[config.mk]
export PLATFORM = sky130hd
export DESIGN_NAME = control_exec_mc
export DESIGN_NICKNAME = d
export VERILOG_FILES = /design/src/rtl/control_exec_mc.sv
export SDC_FILE = /design/constraint.sdc
export NUM_CORES = 1
export LEC_CHECK = 0
export ABC_AREA = 1
export CAP_MARGIN = 20
export CORE_ASPECT_RATIO = 0.5
export CORE_UTILIZATION = 51
export CTS_CLUSTER_DIAMETER = 30
export DETAILED_ROUTE_END_ITERATION = 7
export PLACE_DENSITY = 0.83
export SLEW_MARGIN = 20
export SYNTH_ARGS = -nofsm -noshare
export SYNTH_HDL_FRONTEND = slang
export SYNTH_SLANG_ARGS = --single-unit
[constraint.sdc]
create_clock -name clock -period 1.7 [get_ports clock]
set_clock_uncertainty 0.15 [all_clocks]
set_input_delay 0.255 -clock clock [delete_from_list [all_inputs] [get_ports clock]]
set_output_delay 0.255 -clock clock [all_outputs]
set_load 0.05 [all_outputs]
[src/rtl/control_exec_mc.sv]
// Multi-cycle execute-stage controller: decodes one opcode per handshake, sequences
// ALU/writeback enables and memory strobes with a wait-state timeout and sticky halt.
module control_exec_mc #(
    parameter int unsigned OPC_W       = 4,
    parameter int unsigned CNT_W       = 16,
    parameter int unsigned MEM_TIMEOUT = 64,
    parameter int unsigned WAIT_W      = 8
) (
    input  logic             clock,
    input  logic             reset_n,
    input  logic [OPC_W-1:0] instr,
    input  logic             instr_valid,
    output logic             exec_ready,
    input  logic             flush,
    input  logic             mem_ready,
    output logic             mem_read,
    output logic             mem_write,
    output logic             mdr_load,
    output logic             ir3_load,
    output logic             flag_write,
    output logic             alu_out_write,
    output logic [2:0]       alu_2,
    output logic [2:0]       alu_op,
    output logic             halted,
    output logic             mem_timeout,
    output logic [CNT_W-1:0] retire_cnt
);

    typedef enum logic [1:0] {
        StIdle,
        StExec,
        StMem,
        StHalt
    } state_e;

    typedef enum logic [2:0] {
        ClsNop,
        ClsAlu,
        ClsLoad,
        ClsStore,
        ClsStop
    } cls_e;

    localparam logic [2:0] SelR2   = 3'd0;
    localparam logic [2:0] SelImm5 = 3'd3;
    localparam logic [2:0] SelImm3 = 3'd4;

    localparam logic [2:0] OpAdd   = 3'd0;
    localparam logic [2:0] OpSub   = 3'd1;
    localparam logic [2:0] OpOr    = 3'd2;
    localparam logic [2:0] OpNand  = 3'd3;
    localparam logic [2:0] OpShift = 3'd4;

    localparam bit              TimeoutEn = (MEM_TIMEOUT != 0);
    localparam logic [WAIT_W-1:0] WaitLast = WAIT_W'(MEM_TIMEOUT - 1);

    state_e             state_q, state_d;
    logic               is_alu_q, is_alu_d;
    logic               is_load_q, is_load_d;
    logic [2:0]         alu_2_q, alu_2_d;
    logic [2:0]         alu_op_q, alu_op_d;
    logic [WAIT_W-1:0]  wait_q, wait_d;
    logic               halted_q, halted_d;
    logic               timeout_q, timeout_d;
    logic [CNT_W-1:0]   retire_q;

    logic [3:0]         opc;
    cls_e               dec_cls;
    logic [2:0]         dec_alu_2;
    logic [2:0]         dec_alu_op;
    logic               accept;

    assign opc = instr[3:0];

    // The low-three-bit patterns (shift, ori) win over the full-opcode matches.
    always_comb begin
        dec_cls    = ClsNop;
        dec_alu_2  = SelR2;
        dec_alu_op = OpOr;
        if (opc[2:0] == 3'd3) begin
            dec_cls    = ClsAlu;
            dec_alu_2  = SelImm3;
            dec_alu_op = OpShift;
        end else if (opc[2:0] == 3'd7) begin
            dec_cls    = ClsAlu;
            dec_alu_2  = SelImm5;
            dec_alu_op = OpOr;
        end else begin
            unique case (opc)
                4'd4: begin
                    dec_cls    = ClsAlu;
                    dec_alu_op = OpAdd;
                end
                4'd6: begin
                    dec_cls    = ClsAlu;
                    dec_alu_op = OpSub;
                end
                4'd8: begin
                    dec_cls    = ClsAlu;
                    dec_alu_op = OpNand;
                end
                4'd0:    dec_cls = ClsLoad;
                4'd2:    dec_cls = ClsStore;
                4'd1:    dec_cls = ClsStop;
                default: dec_cls = ClsNop;
            endcase
        end
    end

    assign exec_ready = (state_q == StIdle) || (state_q == StExec);
    assign accept     = instr_valid && exec_ready && !flush;

    always_comb begin
        state_d       = state_q;
        is_alu_d      = is_alu_q;
        is_load_d     = is_load_q;
        alu_2_d       = alu_2_q;
        alu_op_d      = alu_op_q;
        wait_d        = wait_q;
        halted_d      = halted_q;
        timeout_d     = timeout_q;
        mem_read      = 1'b0;
        mem_write     = 1'b0;
        mdr_load      = 1'b0;
        ir3_load      = 1'b0;
        flag_write    = 1'b0;
        alu_out_write = 1'b0;

        unique case (state_q)
            StIdle: begin
            end
            StExec: begin
                state_d = StIdle;
                if (!flush) begin
                    ir3_load      = 1'b1;
                    alu_out_write = is_alu_q;
                    flag_write    = is_alu_q;
                end
            end
            StMem: begin
                // flush is deliberately ignored: the bus transaction must finish or time out.
                mem_read  = is_load_q;
                mem_write = !is_load_q;
                if (mem_ready) begin
                    ir3_load = 1'b1;
                    mdr_load = is_load_q;
                    state_d  = StIdle;
                end else if (TimeoutEn && (wait_q == WaitLast)) begin
                    timeout_d = 1'b1;
                    halted_d  = 1'b1;
                    state_d   = StHalt;
                end else begin
                    wait_d = wait_q + WAIT_W'(1);
                end
            end
            StHalt: begin
            end
            default: state_d = StIdle;
        endcase

        if (accept) begin
            alu_2_d   = dec_alu_2;
            alu_op_d  = dec_alu_op;
            is_alu_d  = (dec_cls == ClsAlu);
            is_load_d = (dec_cls == ClsLoad);
            unique case (dec_cls)
                ClsLoad, ClsStore: begin
                    state_d = StMem;
                    wait_d  = '0;
                end
                ClsStop: begin
                    state_d  = StHalt;
                    halted_d = 1'b1;
                end
                default: state_d = StExec;
            endcase
        end
    end

    always_ff @(posedge clock or negedge reset_n) begin
        if (!reset_n) begin
            state_q   <= StIdle;
            is_alu_q  <= 1'b0;
            is_load_q <= 1'b0;
            alu_2_q   <= '0;
            alu_op_q  <= '0;
            wait_q    <= '0;
            halted_q  <= 1'b0;
            timeout_q <= 1'b0;
            retire_q  <= '0;
        end else begin
            state_q   <= state_d;
            is_alu_q  <= is_alu_d;
            is_load_q <= is_load_d;
            alu_2_q   <= alu_2_d;
            alu_op_q  <= alu_op_d;
            wait_q    <= wait_d;
            halted_q  <= halted_d;
            timeout_q <= timeout_d;
            if (ir3_load) begin
                retire_q <= retire_q + CNT_W'(1);
            end
        end
    end

    assign alu_2       = alu_2_q;
    assign alu_op      = alu_op_q;
    assign halted      = halted_q;
    assign mem_timeout = timeout_q;
    assign retire_cnt  = retire_q;

endmodule
==> out/metrics.csv <==
metric,value,unit
CP max stage cell,dfrtp_1,
htree depth,2,
vias in the first global route,1855,
initial antenna violation count,0,
outcome,finished with violations,
fmax,0.545,GHz
synthesized flop and latch total,34,
DR vias/cell,5.26,
core area,3600,µm²
MaxCap Viol Count,0,
Die Wd,90.8,µm
DRC violations left,0,
clk_lat worst skew,300,ps
# IOs,40,
drt initial violations,104,
crit-path cells,buf_4 > ha_4 > nand2_2 > nand2_2 > nand2_4 > inv_4 > buf_12,
fillers,188,
Ant. Diodes,0,
Sink Count,34,
Synth Cell Area,2010,µm²
CTS tree,yes,
WL final,5400,µm
total number of vias,2069,
"most used cell, CP",nand2_2,
RSZ-0062 raised after global routing,yes,
syn_nets,293,
Design Power,4.18,mW
Total GRT Usage,26.7,%
worst vdd ir,0.00104,V
R2R Path Start,state_q[1]$_DFFE_PN0P_,
routed len/inst,13.7,µm
"Hold Violations, Final",0,
root buffer cell,clkbuf_8,
Worst-Margin Slew,290,ps
element type at the critical path start,flop,
Final Max Tran Viols,0,
gr ovfl total,0,
"slowest stage delay, CP",410,ps
R2R setup slack,-60,ps
Crit path required time,1290,ps
Synth Area per Inst,7.21,µm²
Layout Area Growth over Synthesis,52.6,%
die height,46.4,µm
Initial Utilization,55.8,%
PD cells,1360,nW/µm²
worst r2r dst,retire_cnt[9]$_DFFE_PN0P_,
min Tclk post-route,1840,ps
failing checks,setup timing,
period utilization,108,%
sequential element share of the synthesized area,42.3,%
nets,355,
Crit Path Max Fanout,3,
largest net degree at the start of global routing,35,
clk buf depth,2,
"Distinct cells, synth",27,
post-route setup slack,-136,ps
# port buffers,39,
row cnt,15,
CP Class,reg2out,
total CTS buffers,5,
TritonRoute pass-1 iters,4,
Routed Antenna Nets,0,
static leakage,1.50,nW
Final Setup Violations,9,
Slew HR,80.6,%
class of the worst hold path,in2async,
"Arr. time, crit path",1430,ps
cells after synthesis,279,
R2R depth,10,
first-pass GRT wire length,8340,µm
final core occ,85.2,%
clk slew on worst S/H paths,70,ps
routability cong.,0.807,
CP endpoint kind,output port,
Die ar.,4210,µm²
layout cells sized above 1,30.1,%
Ys Warns,0,
dpl hpwl,3540,µm
through the flow:
step / instances / hold slack [ps] / cell area, µm² / setup WS (ps) / TNS [ps]
2_1_floorplan: 279 / -191 / 2020 / -110 / -110
3_3_place_gp: 377 / 303 / 2740 / 5.35 / 0
3_5_place_dp: 377 / 315 / 2740 / -76.6 / -251
4_1_cts: 391 / 175 / 2980 / -130 / -739
5_1_grt: 393 / 184 / 3070 / -185 / -1670
6_report: 393 / 171 / 3070 / -136 / -905
timing repair:
item	CTS	global route
endpoints found under the setup margin	10	30
hold buffers	0	0
resized for setup	30	25
buffers inserted	6	2
pin swaps	9	8
cells in the final DEF, fill, tap and decap left out, drive strengths merged:
master,n
xor2,6
ha,5
nand2,97
nand3b,2
clkbuf,7
nor2,40
clkinv,1
nand3,19
inv,39
o22ai,1
a21oi,1
o21ai,16
clkdlybuf4s50,8
nor3,1
nand4,5
buf,52
o21a,1
or2,1
xnor2,3
a31oi,2
dfrtp,34
o31ai,1
power breakdown:
part	internal, mW	switching, mW	total (mW)
clock	0.327	0.318	0.645
combinational	0.953	1.31	2.27
sequential	1.01	0.257	1.27
cell families after synthesis:
kind of cell,after synthesis,share of synthesized area (%)
buf+inv,44,9.33
flops,34,42.3
xor+xnor,9,3.92
fa+ha+maj,5,3.11
compound gates,22,5.91
simple gates,165,35.4
synthesized netlist by cell type:
master | number | share of area (%)
nand2_1 | 94 | 18
inv_1 | 38 | 7.1
nor2_1 | 35 | 6.5
dfrtp_1 | 34 | 42
nand3_1 | 18 | 4.5
o21ai_0 | 14 | 3.5
xor2_1 | 6 | 2.6
ha_1 | 5 | 3.1
nand4_1 | 5 | 1.6
buf_4 | 4 | 1.5
nor2_4 | 3 | 1.7
xnor2_1 | 3 | 1.3
a31oi_1 | 2 | 0.62
nand2_2 | 2 | 0.62
nand3b_1 | 2 | 0.75
nor2_2 | 2 | 0.62
o21ai_1 | 2 | 0.50
a21oi_1 | 1 | 0.25
buf_6 | 1 | 0.56
inv_2 | 1 | 0.19
nand2_4 | 1 | 0.56
nand3_2 | 1 | 0.50
nor3_1 | 1 | 0.25
o21a_1 | 1 | 0.37
o22ai_1 | 1 | 0.31
o31ai_1 | 1 | 0.37
or2_2 | 1 | 0.31
layout make-up:
cell class	count	area, µm²	area share (%)
tap	51	63.8	2.08
multi-input combinational	201	1110	36.2
inverter	39	159	5.18
timing repair buffer	60	788	25.7
clock buffer	7	86.3	2.81
clock inverter	1	5.00	0.163
sequential	34	855	27.8
critical path, delay by kind of cell (launching register included):
| kind | cells | cell delay [ps] |
|---|---|---|
| fa+ha+maj | 1 | 160 |
| buf+inv | 3 | 330 |
| flops | 1 | 410 |
| simple gates | 3 | 230 |
registers in the layout, indices dropped and copies added (netlist names):
| signal | count |
|---|---|
| alu_2 | 2 |
| alu_op | 2 |
| halted | 1 |
| is_alu_q | 1 |
| is_load_q | 1 |
| mem_timeout | 1 |
| retire_cnt | 16 |
| state_q | 2 |
| wait_q | 8 |
per-layer routing:
layer / global-route usage, % / up-vias / wire length (µm)
met5: 0 / - / 0
met4: 16.5 / 0 / 142
met3: 6.44 / 14 / 221
met2: 47.9 / 72 / 2770
met1: 30.5 / 994 / 2270
li1: - / 989 / -
worst max path at each step:
stage	start	end	slack, ps	depth (start not counted)
after detailed placement	mem_ready	wait_q[1]$_DFF_PN0_	-80	8
after global placement	flush	alu_out_write	5	6
final	state_q[1]$_DFFE_PN0P_	ir3_load	-140	7
after CTS	state_q[0]$_DFFE_PN0P_	mdr_load	-130	6
after floorplan	state_q[1]$_DFFE_PN0P_	flag_write	-110	5
after global routing	state_q[1]$_DFFE_PN0P_	flag_write	-180	6
(Power assumes the default switching activity.)
